`src/rtl/qr_pkg.sv`:
```
// Shared types and size helpers for the QR sampling/decoding path.
//   sampler_state_e : grid sampler FSM states
//   sample_off_e    : which of the five vote points is being read (k)
//   QR_SIZE()       : symbol edge length in modules for a version
//   QR_MAX_SIZE     : edge length of the largest symbol the pipeline carries
package qr_pkg;

  typedef enum logic [2:0] {
    S_IDLE,
    S_CHECK,
    S_ISSUE,
    S_WAIT,
    S_DECIDE,
    S_DONE
  } sampler_state_e;

  // Order is the read order within a module: centre, left, right, up, down.
  typedef enum logic [2:0] {
    OFF_C = 3'd0,
    OFF_L = 3'd1,
    OFF_R = 3'd2,
    OFF_U = 3'd3,
    OFF_D = 3'd4
  } sample_off_e;

  function automatic int QR_SIZE(input int version);
    return 17 + 4 * version;
  endfunction

  localparam int QR_MAX_VERSION = 6;
  localparam int QR_MAX_SIZE    = 17 + 4 * QR_MAX_VERSION;

endpackage

```
`src/rtl/qr_sample_addr.sv`:
```
// Frame-buffer address generator for one vote point.
//   clk_in, rst_in   : clock, synchronous active-high reset
//   en               : load read_addr this cycle
//   min_x, min_y     : centre of module (0,0), signed pixels
//   x, y             : module coordinates
//   k                : vote point (sample_off_e encoding)
//   module_size, q   : module pitch and vote-point offset
//   read_addr        : registered px + py*WIDTH
// Kept separate so the multipliers can be pipelined without touching the FSM.
module qr_sample_addr
  import qr_pkg::*;
#(
  parameter int WIDTH = 480,
  parameter int XY_W  = 6
) (
  input  logic                clk_in,
  input  logic                rst_in,
  input  logic                en,
  input  logic signed [15:0]  min_x,
  input  logic signed [15:0]  min_y,
  input  logic [XY_W-1:0]     x,
  input  logic [XY_W-1:0]     y,
  input  logic [2:0]          k,
  input  logic [8:0]          module_size,
  input  logic [8:0]          q,
  output logic [19:0]         read_addr
);

  logic signed [15:0] cx, cy, qs, px, py;
  logic [19:0]        addr_c;

  always_comb begin
    cx = min_x + $signed(16'(x) * 16'(module_size));
    cy = min_y + $signed(16'(y) * 16'(module_size));
    qs = $signed(16'(q));
    px = cx;
    py = cy;
    case (sample_off_e'(k))
      OFF_L:   px = cx - qs;
      OFF_R:   px = cx + qs;
      OFF_U:   py = cy - qs;
      OFF_D:   py = cy + qs;
      default: ;
    endcase
    // Bounds were checked before any read, so px/py are non-negative here.
    addr_c = 20'(px) + 20'(py) * 20'(WIDTH);
  end

  always_ff @(posedge clk_in) begin
    if (rst_in)  read_addr <= '0;
    else if (en) read_addr <= addr_c;
  end

endmodule

```
`src/rtl/qr_grid_sampler.sv`:
```
// Samples a located QR symbol out of the 1-bit frame buffer into a bit matrix.
// Each module is read at five points (centre, +/-q in x and y) and decided by
// majority vote.
//   clk_in, rst_in        : clock, synchronous active-high reset
//   start_in              : request, accepted only when idle
//   version_in            : symbol version, N = 17 + 4*version_in
//   module_size           : module pitch in pixels
//   origin_x, origin_y    : centre of the top-left finder pattern
//   pixel_in              : pixel returned READ_LATENCY cycles after read_en
//   read_addr, read_en    : frame-buffer read port
//   qr_code               : module bit at x + y*N, unused bits 0
//   busy                  : request in progress
//   valid_qr / error      : one-cycle completion / rejection pulse
module qr_grid_sampler
  import qr_pkg::*;
#(
  parameter  int MAX_VERSION  = 6,
  parameter  int WIDTH        = 480,
  parameter  int HEIGHT       = 320,
  parameter  int READ_LATENCY = 2,
  localparam int MAX_SIZE     = QR_SIZE(MAX_VERSION)
) (
  input  logic                         clk_in,
  input  logic                         rst_in,
  input  logic                         start_in,
  input  logic [2:0]                   version_in,
  input  logic [8:0]                   module_size,
  input  logic [8:0]                   origin_x,
  input  logic [8:0]                   origin_y,
  input  logic                         pixel_in,
  output logic [19:0]                  read_addr,
  output logic                         read_en,
  output logic [MAX_SIZE*MAX_SIZE-1:0] qr_code,
  output logic                         busy,
  output logic                         valid_qr,
  output logic                         error
);

  // version_in is 3 bits, so N never exceeds QR_SIZE(7) = 45.
  localparam int XY_W      = 6;
  localparam int IDX_W     = $clog2(MAX_SIZE * MAX_SIZE);
  localparam int WAIT_LAST = (READ_LATENCY > 1) ? READ_LATENCY - 2 : 0;
  localparam logic signed [15:0] W_S = 16'(WIDTH);
  localparam logic signed [15:0] H_S = 16'(HEIGHT);

  sampler_state_e        state, state_nxt;
  sample_off_e           k, k_nxt;
  logic [XY_W-1:0]       x, y, x_nxt, y_nxt;
  logic [2:0]            ver_r;
  logic [8:0]            ms_r, ox_r, oy_r;
  logic [XY_W-1:0]       n_r;
  logic [7:0]            wcnt;
  logic [IDX_W-1:0]      idx;
  logic [2:0]            votes, vote_sum;
  logic [READ_LATENCY:1] vld_pipe;

  // Geometry is 16-bit signed so (N-1)*module_size cannot wrap.
  logic signed [15:0] min_x, min_y, max_x, max_y, q_s;
  logic [15:0]        span;
  logic               reject, last_col, last_mod, sample_hit;

  always_comb begin
    q_s    = $signed(16'(ms_r >> 2));
    min_x  = $signed({7'b0, ox_r}) - 16'sd3 * $signed({7'b0, ms_r});
    min_y  = $signed({7'b0, oy_r}) - 16'sd3 * $signed({7'b0, ms_r});
    span   = 16'(n_r - 6'd1) * 16'(ms_r);
    max_x  = min_x + $signed(span);
    max_y  = min_y + $signed(span);
    reject = (ver_r == 3'd0) || (int'(ver_r) > MAX_VERSION) || (ms_r == 9'd0) ||
             ((min_x - q_s) < 16'sd0) || ((min_y - q_s) < 16'sd0) ||
             ((max_x + q_s) >= W_S)   || ((max_y + q_s) >= H_S);
  end

  assign last_col   = (x == n_r - 6'd1);
  assign last_mod   = last_col && (y == n_r - 6'd1);
  // Only pixels that line up with a tracked read may vote.
  assign sample_hit = vld_pipe[READ_LATENCY] & pixel_in;
  assign vote_sum   = votes + {2'b0, sample_hit};

  always_comb begin
    state_nxt = state;
    x_nxt     = x;
    y_nxt     = y;
    k_nxt     = k;
    case (state)
      S_IDLE: if (start_in) begin
        state_nxt = S_CHECK;
        x_nxt     = '0;
        y_nxt     = '0;
        k_nxt     = OFF_C;
      end
      S_CHECK: begin
        k_nxt     = OFF_C;
        state_nxt = reject ? S_DONE : S_ISSUE;
      end
      S_ISSUE: begin
        if (k == OFF_D) state_nxt = (READ_LATENCY == 1) ? S_DECIDE : S_WAIT;
        else            k_nxt     = sample_off_e'(k + 3'd1);
      end
      S_WAIT: if (wcnt == 8'(WAIT_LAST)) state_nxt = S_DECIDE;
      S_DECIDE: begin
        if (last_mod) state_nxt = S_DONE;
        else begin
          state_nxt = S_ISSUE;
          k_nxt     = OFF_C;
          if (last_col) begin
            x_nxt = '0;
            y_nxt = y + 6'd1;
          end else begin
            x_nxt = x + 6'd1;
          end
        end
      end
      S_DONE:  state_nxt = S_IDLE;
      default: state_nxt = S_IDLE;
    endcase
  end

  always_ff @(posedge clk_in) begin
    if (rst_in) begin
      state    <= S_IDLE;
      k        <= OFF_C;
      x        <= '0;
      y        <= '0;
      ver_r    <= '0;
      ms_r     <= '0;
      ox_r     <= '0;
      oy_r     <= '0;
      n_r      <= '0;
      wcnt     <= '0;
      idx      <= '0;
      votes    <= '0;
      vld_pipe <= '0;
      read_en  <= 1'b0;
      busy     <= 1'b0;
      valid_qr <= 1'b0;
      error    <= 1'b0;
      qr_code  <= '0;
    end else begin
      state    <= state_nxt;
      k        <= k_nxt;
      x        <= x_nxt;
      y        <= y_nxt;
      // Outputs follow the next state so they line up with it on the wire.
      read_en  <= (state_nxt == S_ISSUE);
      busy     <= (state_nxt != S_IDLE) && (state_nxt != S_DONE);
      valid_qr <= (state == S_DECIDE) && last_mod;
      error    <= (state == S_CHECK) && reject;
      wcnt     <= (state == S_WAIT) ? wcnt + 8'd1 : 8'd0;

      vld_pipe[1] <= read_en;
      for (int i = 2; i <= READ_LATENCY; i++) vld_pipe[i] <= vld_pipe[i-1];

      if (state == S_IDLE || state == S_DECIDE) votes <= '0;
      else                                      votes <= vote_sum;

      if (state == S_IDLE && start_in) begin
        ver_r   <= version_in;
        ms_r    <= module_size;
        ox_r    <= origin_x;
        oy_r    <= origin_y;
        n_r     <= XY_W'(QR_SIZE(int'(version_in)));
        idx     <= '0;
        qr_code <= '0;
      end

      // Modules are visited in raster order, so x + y*N is just a running count.
      if (state == S_DECIDE) begin
        qr_code[idx] <= (vote_sum >= 3'd3);
        idx          <= idx + 1'b1;
      end
    end
  end

  qr_sample_addr #(
    .WIDTH (WIDTH),
    .XY_W  (XY_W)
  ) u_addr (
    .clk_in      (clk_in),
    .rst_in      (rst_in),
    .en          (state_nxt == S_ISSUE),
    .min_x       (min_x),
    .min_y       (min_y),
    .x           (x_nxt),
    .y           (y_nxt),
    .k           (k_nxt),
    .module_size (ms_r),
    .q           (ms_r >> 2),
    .read_addr   (read_addr)
  );

endmodule

```
`config.mk`:
```
export PLATFORM = sky130hd
export DESIGN_NAME = qr_grid_sampler
export DESIGN_NICKNAME = d
export VERILOG_FILES = /design/src/rtl/qr_pkg.sv /design/src/rtl/qr_sample_addr.sv /design/src/rtl/qr_grid_sampler.sv
export SDC_FILE = /design/constraint.sdc
export NUM_CORES = 2
export LEC_CHECK = 0
export BUFFER_PORTS_ARGS = -buffer_cell sky130_fd_sc_hd__buf_2
export CAP_MARGIN = 40
export CELL_PAD_IN_SITES_DETAIL_PLACEMENT = 1
export CELL_PAD_IN_SITES_GLOBAL_PLACEMENT = 2
export CORE_AREA = 2 2 674 676
export DETAILED_ROUTE_END_ITERATION = 7
export DIE_AREA = 0 0 676 678
export PLACE_DENSITY_LB_ADDON = 0.1
export RECOVER_POWER = 50
export SYNTH_ARGS = -nofsm -noshare
export SYNTH_HDL_FRONTEND = slang
export SYNTH_HIERARCHICAL = 1
export SYNTH_SLANG_ARGS = --single-unit
```
`constraint.sdc`:
```
create_clock -name clk_in -period 14.5 [get_ports clk_in]
set_input_delay 1.45 -clock clk_in [delete_from_list [all_inputs] [get_ports clk_in]]
set_output_delay 1.45 -clock clk_in [all_outputs]
set_load 0.05 [all_outputs]
```
==> impl_metrics.csv <==
group,metric,value,unit
run_status,status,"finished with violations",
run_status,violations,"capacitance limit, slew limit",
clocking,ctsResizeCount,0,
global_routing,grt_pass1_vias,94020,
sta,tns,0,ns
global_routing,met2_usage,0.4669,
drt,drt_iter0_markers,7247,
sta,max_slew_margin,-5.458,
final_layout,fin_cells,17690,
sta,skew,0.1357,ns
floorplanning,die-area,458300,µm²
placed_design,hpwl,470000,µm
synthesis,ys_ff_latch,1779,
synthesis,seq_area_frac_synth,0.4103,
clocking,numCtsBuffers,237,
critical_path,crit_slowest_cell,"ha_1",
global_routing,grt_max_degree,204,
critical_path,worstSetupEndpointType,"flop",
drt,vias,93580,
sta,hold_viol_final,0,
clocking,cts_hold_buf,0,
global_routing,grt_pass1_wl,908900,µm
drt,wirelength,686200,µm
global_routing,overflow,0,
floorplanning,io_pins,1739,
sta,tightest_slew,9.687,ns
synthesis,synthMostInstantiatedCell,"a21oi_1",
sta,min_period,13.00,ns
synthesis,async_reset_ff_frac,0,
power_and_ir_drop,ir_drop,0.0004682,V
clocking,cts_setup_buffers,0,
clocking,clk_latency,1.00,ns
power_and_ir_drop,p_leak,34.81,nW
min_path,hp-class,"flop to flop",
drt,wl_per_cell,38.79,µm
drt,drc_errors,0,
floorplanning,core_area,451200,µm²
global_routing,globalRouteMet3Util,0.06746,
synthesis,synth_top_area_cell,"dfxtp_1",
clocking,cts_tree,"yes",
synthesis,synthDistinctLibCells,93,
synthesis,synth_edf_count,0,
critical_path,slowest_delay,0.69,ns
global_routing,met1_usage,0.3571,
floorplanning,rows,247,
clocking,clkTransAtPathRegs,0.06,ns
synthesis,synth-main-ff-cell,"dfxtp_1",
drt,ant_nets,0,
critical_path,crit_type,"flop to flop",
sta,fmax,0.07693,GHz
sta,fin_crit_sh,0.8965,
placed_design,dp.cells,17250,
synthesis,syn_inst,10410,
critical_path,crit_arrival,13.77,ns
floorplanning,die_w,676,µm
critical_path,start_kind,"flop",
global_routing,track_usage,0.2868,
synthesis,syn_avg_cell_area,8.337,µm²
sta,rsz0062_at_grt,"false",
synthesis,ys_top_cells_by_count,"1846 x a21oi_1, 1779 x dfxtp_1, 1714 x nand3_1",
final_layout,fin_nets,11980,
clocking,clockRootBuffer,"clkbuf_16",
floorplanning,die_h,678,µm
job,max_cap_viol_count,10,
power_and_ir_drop,powerDensity,198.0,nW/µm²
final_layout,drive_gt1_frac,0.08800,
critical_path,worstPathMaxFanout,12,
clocking,htreeDepth,4,
placed_design,io_buffers,1738,
synthesis,synth_area,86790,µm²
placed_design,gp_congestion,0.8092,
synthesis,yosysWarnings,6,
final_layout,areaGrowthSynthToFinish,26.44,%
sta,slew_viol_final,692,
drt,vias_per_cell,5.290,
sta,setup_viol,0,
synthesis,synth_top_area_share,0.4103,
critical_path,worstPathRequired,15.27,ns
drt,drt-pass1-iter-count,5,
clocking,clock-sinks,1779,
global_routing,grt_busiest_layer,"met2",
clocking,clockBufferDepth,4,
global_routing,antenna_found_initial,71,
synthesis,synth.area.top_cells,"dfxtp_1 41%, o211ai_1 15%, a21oi_1 11%",
floorplanning,start_util,0.1924,
logic make-up (layout without fill, tap and decap cells):
logic type,Yosys count,after routing,share of synthesized area
xor gates and xnor gates,175,175,0.01888
DFF,1779,1779,0.4103
buffers and inverters,1572,2859,0.06811
other,1,16,0.00004321
muxes,40,40,0.004916
AOI/OAI and AO/OA,3835,3835,0.2785
adders and majority gates,432,432,0.07430
and+or+nand+nor,2577,2577,0.1449
registers in the layout (all words and copies together), names as in the netlist, 2 cells and up:
name / cells
idx: 11
k: 3
ms_r: 9
n_r: 3
ox_r: 9
oy_r: 9
qr_code: 1681
state: 3
u_addr/read_addr: 20
ver_r: 2
vld_pipe: 2
votes: 3
wcnt: 8
x: 6
y: 6
worst paths after layout:
| path | slack [ns] | cells past startpoint | startpoint | to |
|---|---|---|---|---|
| min | 0.44 | 1 | vld_pipe[1] | vld_pipe[2] |
| max | 1.50 | 48 | n_r[0] | u_addr/read_addr[19] |
| max reg2reg | 1.50 | 48 | n_r[0] | u_addr/read_addr[19] |
| min reg2reg | 0.44 | 1 | vld_pipe[1] | vld_pipe[2] |
power by group:
group,switching (W),internal (W)
registers,0.0000277,0.00492
logic,0.00612,0.00456
clock network,0.00260,0.00348
area by class of cell:
type / instances / area, µm²
Antenna cell: 9 / 22.52
Clock buffer: 369 / 7099
Clock inverter: 62 / 659.4
Fill cell: 52930 / 341500
Inverter: 279 / 1047
Multi-Input combinational cell: 7066 / 46170
Sequential cell: 1779 / 35610
Tap cell: 5976 / 7477
Timing Repair Buffer: 2149 / 11650
worst max-delay path: cells and delay by family, from the launching register on:
kind / cells / cell delay [ns]
fa+ha+maj: 11 / 4.79
buf+inv: 6 / 0.54
simple gates: 10 / 1.98
mux: 2 / 0.53
flops: 1 / 0.68
compound gates: 10 / 2.55
xor+xnor: 9 / 1.77
through the flow:
step	hold WS [ns]	utilization	power [W]	cell area (µm²)	setup slack [ns]
after floorplan	0.4138	-	0.01321	86820	3.240
after global placement	0.4189	0.2246	0.01558	101300	1.355
after detailed placement	0.4304	0.2309	0.01581	104200	1.389
after CTS	0.4412	0.2481	0.02199	111900	1.369
after global routing	0.4624	0.2432	0.02334	109700	0.4216
final	0.4384	0.2432	0.02173	109700	1.501
per-layer routing:
metal / up-vias / part of all wire
met2: 3191 / 0.46
met1: 49140 / 0.42
met3: 918 / 0.068
met4: 4 / 0.057
li1: 40330 / -
met5: - / 0.000035
placed cells by master (no fill, tap or decap), types with 114 or more instances in the layout:
cell / count
a21oi_1: 1846
o211ai_1: 1689
fa_1: 139
ha_1: 293
clkbuf_16: 239
inv_1: 278
nand3_1: 1714
nor2_1: 191
xnor2_1: 114
nand2_1: 246
clkbuf_1: 1756
dfxtp_1: 1779
buf_4: 274
Power figures use the tool's default switching activity.
